<file path="config.mk">
export PLATFORM = sky130hd
export DESIGN_NAME = mux_channel_scanner_flat
export DESIGN_NICKNAME = d
export VERILOG_FILES = /design/src/rtl/mux_channel_scanner_if.sv /design/src/rtl/mux_channel_scanner.sv /design/src/flat_wrapper.sv
export SDC_FILE = /design/constraint.sdc
export NUM_CORES = 1
export LEC_CHECK = 0
export CAP_MARGIN = 10
export CELL_PAD_IN_SITES_DETAIL_PLACEMENT = 0
export CELL_PAD_IN_SITES_GLOBAL_PLACEMENT = 1
export CORE_MARGIN = 4
export CORE_UTILIZATION = 45
export CTS_CLUSTER_DIAMETER = 150
export CTS_CLUSTER_SIZE = 20
export DETAILED_ROUTE_END_ITERATION = 8
export DONT_BUFFER_PORTS = 1
export PLACE_DENSITY_LB_ADDON = 0.1
export SETUP_SLACK_MARGIN = 0.2
export SYNTH_ARGS = -nofsm -noshare
export SYNTH_HDL_FRONTEND = slang
export SYNTH_SLANG_ARGS = --single-unit
</file>
<file path="constraint.sdc">
create_clock -name clk -period 1.9 [get_ports clk]
set_input_delay 0.38 -clock clk [delete_from_list [all_inputs] [get_ports clk]]
set_output_delay 0.38 -clock clk [all_outputs]
set_load 0.01 [all_outputs]
</file>
<file path="src/rtl/mux_channel_scanner_if.sv">
// rtl/mux_channel_scanner_if.sv - control and mux-side signal bundle for the channel scanner
interface mux_channel_scanner_if #(
  parameter int FRAME_CNT_W = 8
);
  logic                   start;
  logic                   continuous;
  logic [3:0]             ch_en;
  logic                   mux_y;
  logic                   S0;
  logic                   S1;
  logic [3:0]             sample;
  logic [3:0]             sample_vld;
  logic                   busy;
  logic                   done;
  logic [FRAME_CNT_W-1:0] frame_cnt;

  modport master (
    output start, continuous, ch_en, mux_y,
    input  S0, S1, sample, sample_vld, busy, done, frame_cnt
  );

  modport slave (
    input  start, continuous, ch_en, mux_y,
    output S0, S1, sample, sample_vld, busy, done, frame_cnt
  );
endinterface

</file>
<file path="src/rtl/mux_channel_scanner.sv">
// rtl/mux_channel_scanner.sv - steps a 4:1 mux select through enabled channels and captures Y
module mux_channel_scanner #(
  parameter int SETTLE_CYCLES = 2,
  parameter int FRAME_CNT_W   = 8
) (
  input  logic                      clk,
  input  logic                      rst,
  mux_channel_scanner_if.slave      bus
);

  typedef enum logic [1:0] {ST_IDLE, ST_SETTLE, ST_CAPTURE} state_t;

  localparam logic [3:0] SETTLE_LAST = 4'(SETTLE_CYCLES - 1);

  state_t                 state_q;
  logic [3:0]             en_q;
  logic [1:0]             ptr_q;
  logic [3:0]             cnt_q;
  logic [3:0]             sample_q;
  logic [3:0]             vld_q;
  logic                   busy_q;
  logic                   done_q;
  logic [FRAME_CNT_W-1:0] fcnt_q;

  logic [2:0]             first_ch;
  logic [2:0]             next_ch;

  // Returns {found, index} of the lowest set mask bit at or above 'from'.
  function automatic logic [2:0] scan_from(input logic [3:0] mask, input logic [2:0] from);
    logic [2:0] r;
    r = 3'b000;
    for (int i = 3; i >= 0; i--) begin
      if (mask[i] && (3'(i) >= from)) r = {1'b1, 2'(i)};
    end
    return r;
  endfunction

  always_comb begin
    first_ch = scan_from(bus.ch_en, 3'd0);
    next_ch  = scan_from(en_q, {1'b0, ptr_q} + 3'd1);
  end

  always_ff @(posedge clk) begin
    if (rst) begin
      state_q  <= ST_IDLE;
      en_q     <= 4'b0000;
      ptr_q    <= 2'b00;
      cnt_q    <= 4'd0;
      sample_q <= 4'b0000;
      vld_q    <= 4'b0000;
      busy_q   <= 1'b0;
      done_q   <= 1'b0;
      fcnt_q   <= '0;
    end else begin
      done_q <= 1'b0;
      case (state_q)
        ST_IDLE: begin
          if (bus.start && (bus.ch_en != 4'b0000)) begin
            en_q    <= bus.ch_en;
            vld_q   <= 4'b0000;
            busy_q  <= 1'b1;
            ptr_q   <= first_ch[1:0];
            cnt_q   <= 4'd0;
            state_q <= ST_SETTLE;
          end
        end
        ST_SETTLE: begin
          if (cnt_q == SETTLE_LAST) begin
            cnt_q   <= 4'd0;
            state_q <= ST_CAPTURE;
          end else begin
            cnt_q <= cnt_q + 4'd1;
          end
        end
        ST_CAPTURE: begin
          sample_q[ptr_q] <= bus.mux_y;
          vld_q[ptr_q]    <= 1'b1;
          if (next_ch[2]) begin
            ptr_q   <= next_ch[1:0];
            state_q <= ST_SETTLE;
          end else begin
            done_q <= 1'b1;
            fcnt_q <= fcnt_q + FRAME_CNT_W'(1);
            // Back-to-back frame: the clear of sample_vld overrides the final capture flag.
            if (bus.continuous && (bus.ch_en != 4'b0000)) begin
              en_q    <= bus.ch_en;
              vld_q   <= 4'b0000;
              ptr_q   <= first_ch[1:0];
              state_q <= ST_SETTLE;
            end else begin
              busy_q  <= 1'b0;
              state_q <= ST_IDLE;
            end
          end
        end
        default: state_q <= ST_IDLE;
      endcase
    end
  end

  assign bus.S0         = ptr_q[0];
  assign bus.S1         = ptr_q[1];
  assign bus.sample     = sample_q;
  assign bus.sample_vld = vld_q;
  assign bus.busy       = busy_q;
  assign bus.done       = done_q;
  assign bus.frame_cnt  = fcnt_q;

endmodule

</file>
<file path="src/flat_wrapper.sv">
// flat-port wrapper written by rule: the top's interface ports become plain ports
module mux_channel_scanner_flat 
#(
  parameter int SETTLE_CYCLES = 2,
  parameter int FRAME_CNT_W   = 8
)
  (clk, rst, bus_start, bus_continuous, bus_ch_en, bus_mux_y, bus_S0, bus_S1, bus_sample, bus_sample_vld, bus_busy, bus_done, bus_frame_cnt);
  mux_channel_scanner_if #(.FRAME_CNT_W(FRAME_CNT_W)) bus_i ();
  input  logic clk;
  input  logic rst;
  input wire logic [$bits(bus_i.start)-1:0] bus_start;
  input wire logic [$bits(bus_i.continuous)-1:0] bus_continuous;
  input wire logic [$bits(bus_i.ch_en)-1:0] bus_ch_en;
  input wire logic [$bits(bus_i.mux_y)-1:0] bus_mux_y;
  output wire logic [$bits(bus_i.S0)-1:0] bus_S0;
  output wire logic [$bits(bus_i.S1)-1:0] bus_S1;
  output wire logic [$bits(bus_i.sample)-1:0] bus_sample;
  output wire logic [$bits(bus_i.sample_vld)-1:0] bus_sample_vld;
  output wire logic [$bits(bus_i.busy)-1:0] bus_busy;
  output wire logic [$bits(bus_i.done)-1:0] bus_done;
  output wire logic [$bits(bus_i.frame_cnt)-1:0] bus_frame_cnt;
  assign bus_i.start = bus_start;
  assign bus_i.continuous = bus_continuous;
  assign bus_i.ch_en = bus_ch_en;
  assign bus_i.mux_y = bus_mux_y;
  assign bus_S0 = bus_i.S0;
  assign bus_S1 = bus_i.S1;
  assign bus_sample = bus_i.sample;
  assign bus_sample_vld = bus_i.sample_vld;
  assign bus_busy = bus_i.busy;
  assign bus_done = bus_i.done;
  assign bus_frame_cnt = bus_i.frame_cnt;
  mux_channel_scanner #(.SETTLE_CYCLES(SETTLE_CYCLES), .FRAME_CNT_W(FRAME_CNT_W)) u_core (.clk(clk), .rst(rst), .bus(bus_i));
endmodule
</file>
==> qor.log <==
[layout] Seq. cell area 581 sq um
[clocking] clock-pin transition on the worst setup and hold timing paths 0.09 ns
[pwr] part of the power in the clock network 40.4%
[place] routability congestion estimate 0.760
[critical_path] critical path class reg2reg
[floorplanning] starting density of the core 48.6%
[grt] met3 track demand over resource 5.86%
[critical_path] Arrival @ worst endpoint 1.90 ns
[grt] largest net degree at the start of global routing 33
[layout] Final nets 177
[sta] Max Fclk 610 MHz
[layout] most used cells in the layout excluding fill and tap cells dfxtp_1 (29), nor2_1 (20), nor3_1 (15), nand2_1 (11), a21oi_1 (8)
[clocking] number of levels in the clock H-tree 2
[critical_path] series of cell instances along the critical path nor2_2 > a221oi_2 > o21ai_2 > or3_1 > a21oi_1
[layout] number of filler cells placed in the layout 279
[yosys] number of flops mapped to enable cells by yosys 0
[grt] Congestion Overflow GR 0
[grt] GRT met1 Usage 16.8%
[clocking] clk buf depth 2
[run_status] status complete, no violations
[yosys] library cells used by synthesis 35
[detailed_routing] residual DRC count 0
[pwr] Pwr per Cell Area 878 nW/um^2
[sta] minimum clock period 1.64 ns
[yosys] share of synthesized flip-flops with an asynchronous set or reset 0%
[floorplanning] std cell rows 19
[pwr] switching share of power 24.0%
[job] max_cap viols 0
[sta] Final setup viols 0
[layout] area taken by multi-input logic gates 741 sq um
[pwr] leakage power of the design 0.514 nW
[layout] ratio of cells with drive above 1 in the final layout 10.2%
[critical_path] CP max FO 5
[clocking] CTS sink count 29
[clocking] number of clock buffers inserted by TritonCTS 5
[critical_path] Worst setup SP type flip-flop
[grt] most congested layer reported by global routing met2
[critical_path] Critical path buffers and inverters 0
[place] IO buf count 0
[place] HPWL after detailed placement 2100 um
[yosys] number of instances in the synthesized netlist 161
[clocking] CTS Hold Buffers Added 0
[clocking] total of cells resized after clock tree synthesis 0
[pwr] Power Internal 0.999 mW
[detailed_routing] routed length per instance 14.5 um
[critical_path] max incr delay on CP 0.43 ns
[detailed_routing] drt pass-1 iters 4
[yosys] top cells by area, synth dfxtp_1 (42%), nor2_1 (5.4%), nor3_1 (5.4%)
[clocking] post-CTS setup buffers 0
[detailed_routing] detail-routed via count per cell 5.77
[worst_hold_path] path category of the worst min-delay check in2reg
[grt] global routing usage summed across all routing layers 14.9%
[detailed_routing] detailed-route via count 1137
[critical_path] endpoint required time on the critical path 2.16 ns
[clocking] clock tree root driver cell clkbuf_4
[sta] RSZ-0062 raised after global routing true
[floorplanning] die outline area 4030 sq um
[pwr] combinational fraction of design power 10.1%
[layout] area added between synthesis and finish 8.13%
[floorplanning] die boundary width 63.5 um
[sta] pin slew with the least headroom to its limit 0.499 ns
[floorplanning] die height 63.5 um
[floorplanning] I/O pin count 29
[layout] antenna fix cells 0
[yosys] sequential-to-total area share from yosys stat 41.9%
[pwr] Max VDD drop 0.319 mV
[detailed_routing] final wirelength 2850 um
[critical_path] CP endpoint kind flip-flop
[clocking] Clk Latency, worst-skew pair 0.33 ns
[detailed_routing] number of design-rule violations left by the first detailed-router iteration 60
[grt] number of global-route vias before repair 1011
[detailed_routing] Routed Antenna Nets 0
[yosys] fraction of synthesized cell area taken by the top area cell type 41.9%
[yosys] number of synthesis warnings 0
[grt] global-route wire length before repair 4690 um
[yosys] most instantiated flip-flop cell in the synthesis netlist dfxtp_1
[sta] pins over their slew limit 0
[sta] Final Hold Fails 0
[yosys] netlist area before placement 1390 sq um
[sta] hold slack 0.107 ns
[yosys] post-synthesis sequential element count 29
[grt] global-route track usage on met2 24.3%
[sta] setup_tns 0 ns
[sta] relative slew slack 66.4%
[sta] Layout Skew 0.00645 ns
[sta] fraction of the cycle the final worst path needs 86.3%
[critical_path] cell class contributing the biggest share of worst-path delay compound AO/OA/AOI/OAI gates
[layout] leading cell type in the layout, fill and taps excluded dfxtp_1
[yosys] library cell occupying the most area in the post-synthesis netlist dfxtp_1
[yosys] synthesized area per cell 8.60 sq um
[pwr] sequential share of power 49.5%
[pwr] switching power 0.315 mW
[clocking] clock tree from TritonCTS done
[floorplanning] Core ar. 2850 sq um
[yosys] Post-Synthesis Net Count 173
[grt] initial antenna violation count 0
[critical_path] Crit-path slowest cell dfxtp_1
## through the flow
stage / cells / utilization (%) / total power, mW / worst slack (ns) / area [sq um]
global route: 197 / 52.5 / 1.38 / 0.148 / 1500
floorplan: 161 / - / 0.781 / 0.357 / 1390
detailed placement: 189 / 49.5 / 0.799 / 0.251 / 1410
global placement: 189 / 49.5 / 0.797 / 0.299 / 1410
CTS: 197 / 52.5 / 1.33 / 0.232 / 1500
finish: 197 / 52.5 / 1.31 / 0.259 / 1500
## metal layers
layer | wire length (um) | part of all wire, %
met5 | 0 | 0
met4 | 57 | 2.0
met3 | 178 | 6.3
met2 | 1400 | 49
met1 | 1210 | 42
## flip-flops by register name, summed over array words and instances (netlist names)
| register | cells |
|---|---|
| u_core.cnt_q | 4 |
| u_core.ptr_q | 2 |
| u_core.bus.done | 1 |
| u_core.en_q | 3 |
| u_core.bus.sample_vld | 4 |
| u_core.state_q | 2 |
| u_core.bus.busy | 1 |
| u_core.bus.sample | 4 |
| u_core.bus.frame_cnt | 8 |
## final cells by class
| cell class | instances | area share (%) |
|---|---|---|
| Tap cell | 31 | 2.59 |
| Inverter | 6 | 1.50 |
| Timing Repair Buffer | 4 | 2.01 |
| Clock inverter | 1 | 2.01 |
| Sequential cell | 29 | 38.8 |
| Clock buffer | 7 | 3.68 |
| Multi-Input combinational cell | 119 | 49.5 |
## power groups by stage
| stage | Sequential (mW) | Clock [mW] | Combinational (mW) |
|---|---|---|---|
| after floorplan | 0.660 | 0 | 0.121 |
| after global placement | 0.665 | 0 | 0.133 |
| after detailed placement | 0.666 | 0 | 0.134 |
| after CTS | 0.651 | 0.549 | 0.134 |
| after global routing | 0.654 | 0.575 | 0.149 |
| final | 0.650 | 0.531 | 0.133 |
## final timing paths
kind | cells after the start | slack, ns | from | end
worst max-delay path | 5 | 0.26 | u_core.en_q[3] | u_core.ptr_q[1]
worst min-delay path | 1 | 0.11 | rst | u_core.bus.sample[3]
worst max register to register | 5 | 0.26 | u_core.en_q[3] | u_core.ptr_q[1]
worst min register to register | 2 | 0.51 | u_core.en_q[1] | u_core.en_q[1]
## cells by family after synthesis
family / synth area share [%]
and+or+nand+nor: 25.3
AOI/OAI and AO/OA: 16.7
DFF: 41.9
buffers and inverters: 4.61
xor gates and xnor gates: 4.43
muxes: 4.34
adders and majority gates: 2.71
## cells in the mapped netlist, types with 2 or more instances
cell type  instances
clkbuf_1           4
a211oi_1           2
nor4_1             3
buf_4              2
nor3_1            15
nand2b_1           7
a31oi_1            5
nand4_1            3
a22oi_1            2
nand3_1            4
nor2_1            20
ha_1               3
nand2_1           11
a21oi_1            8
dfxtp_1           29
inv_1              6
mux2i_1            6
xnor2_1            7
nor2b_1            4
o21ai_0            5
Power figures use the tool's default switching activity.
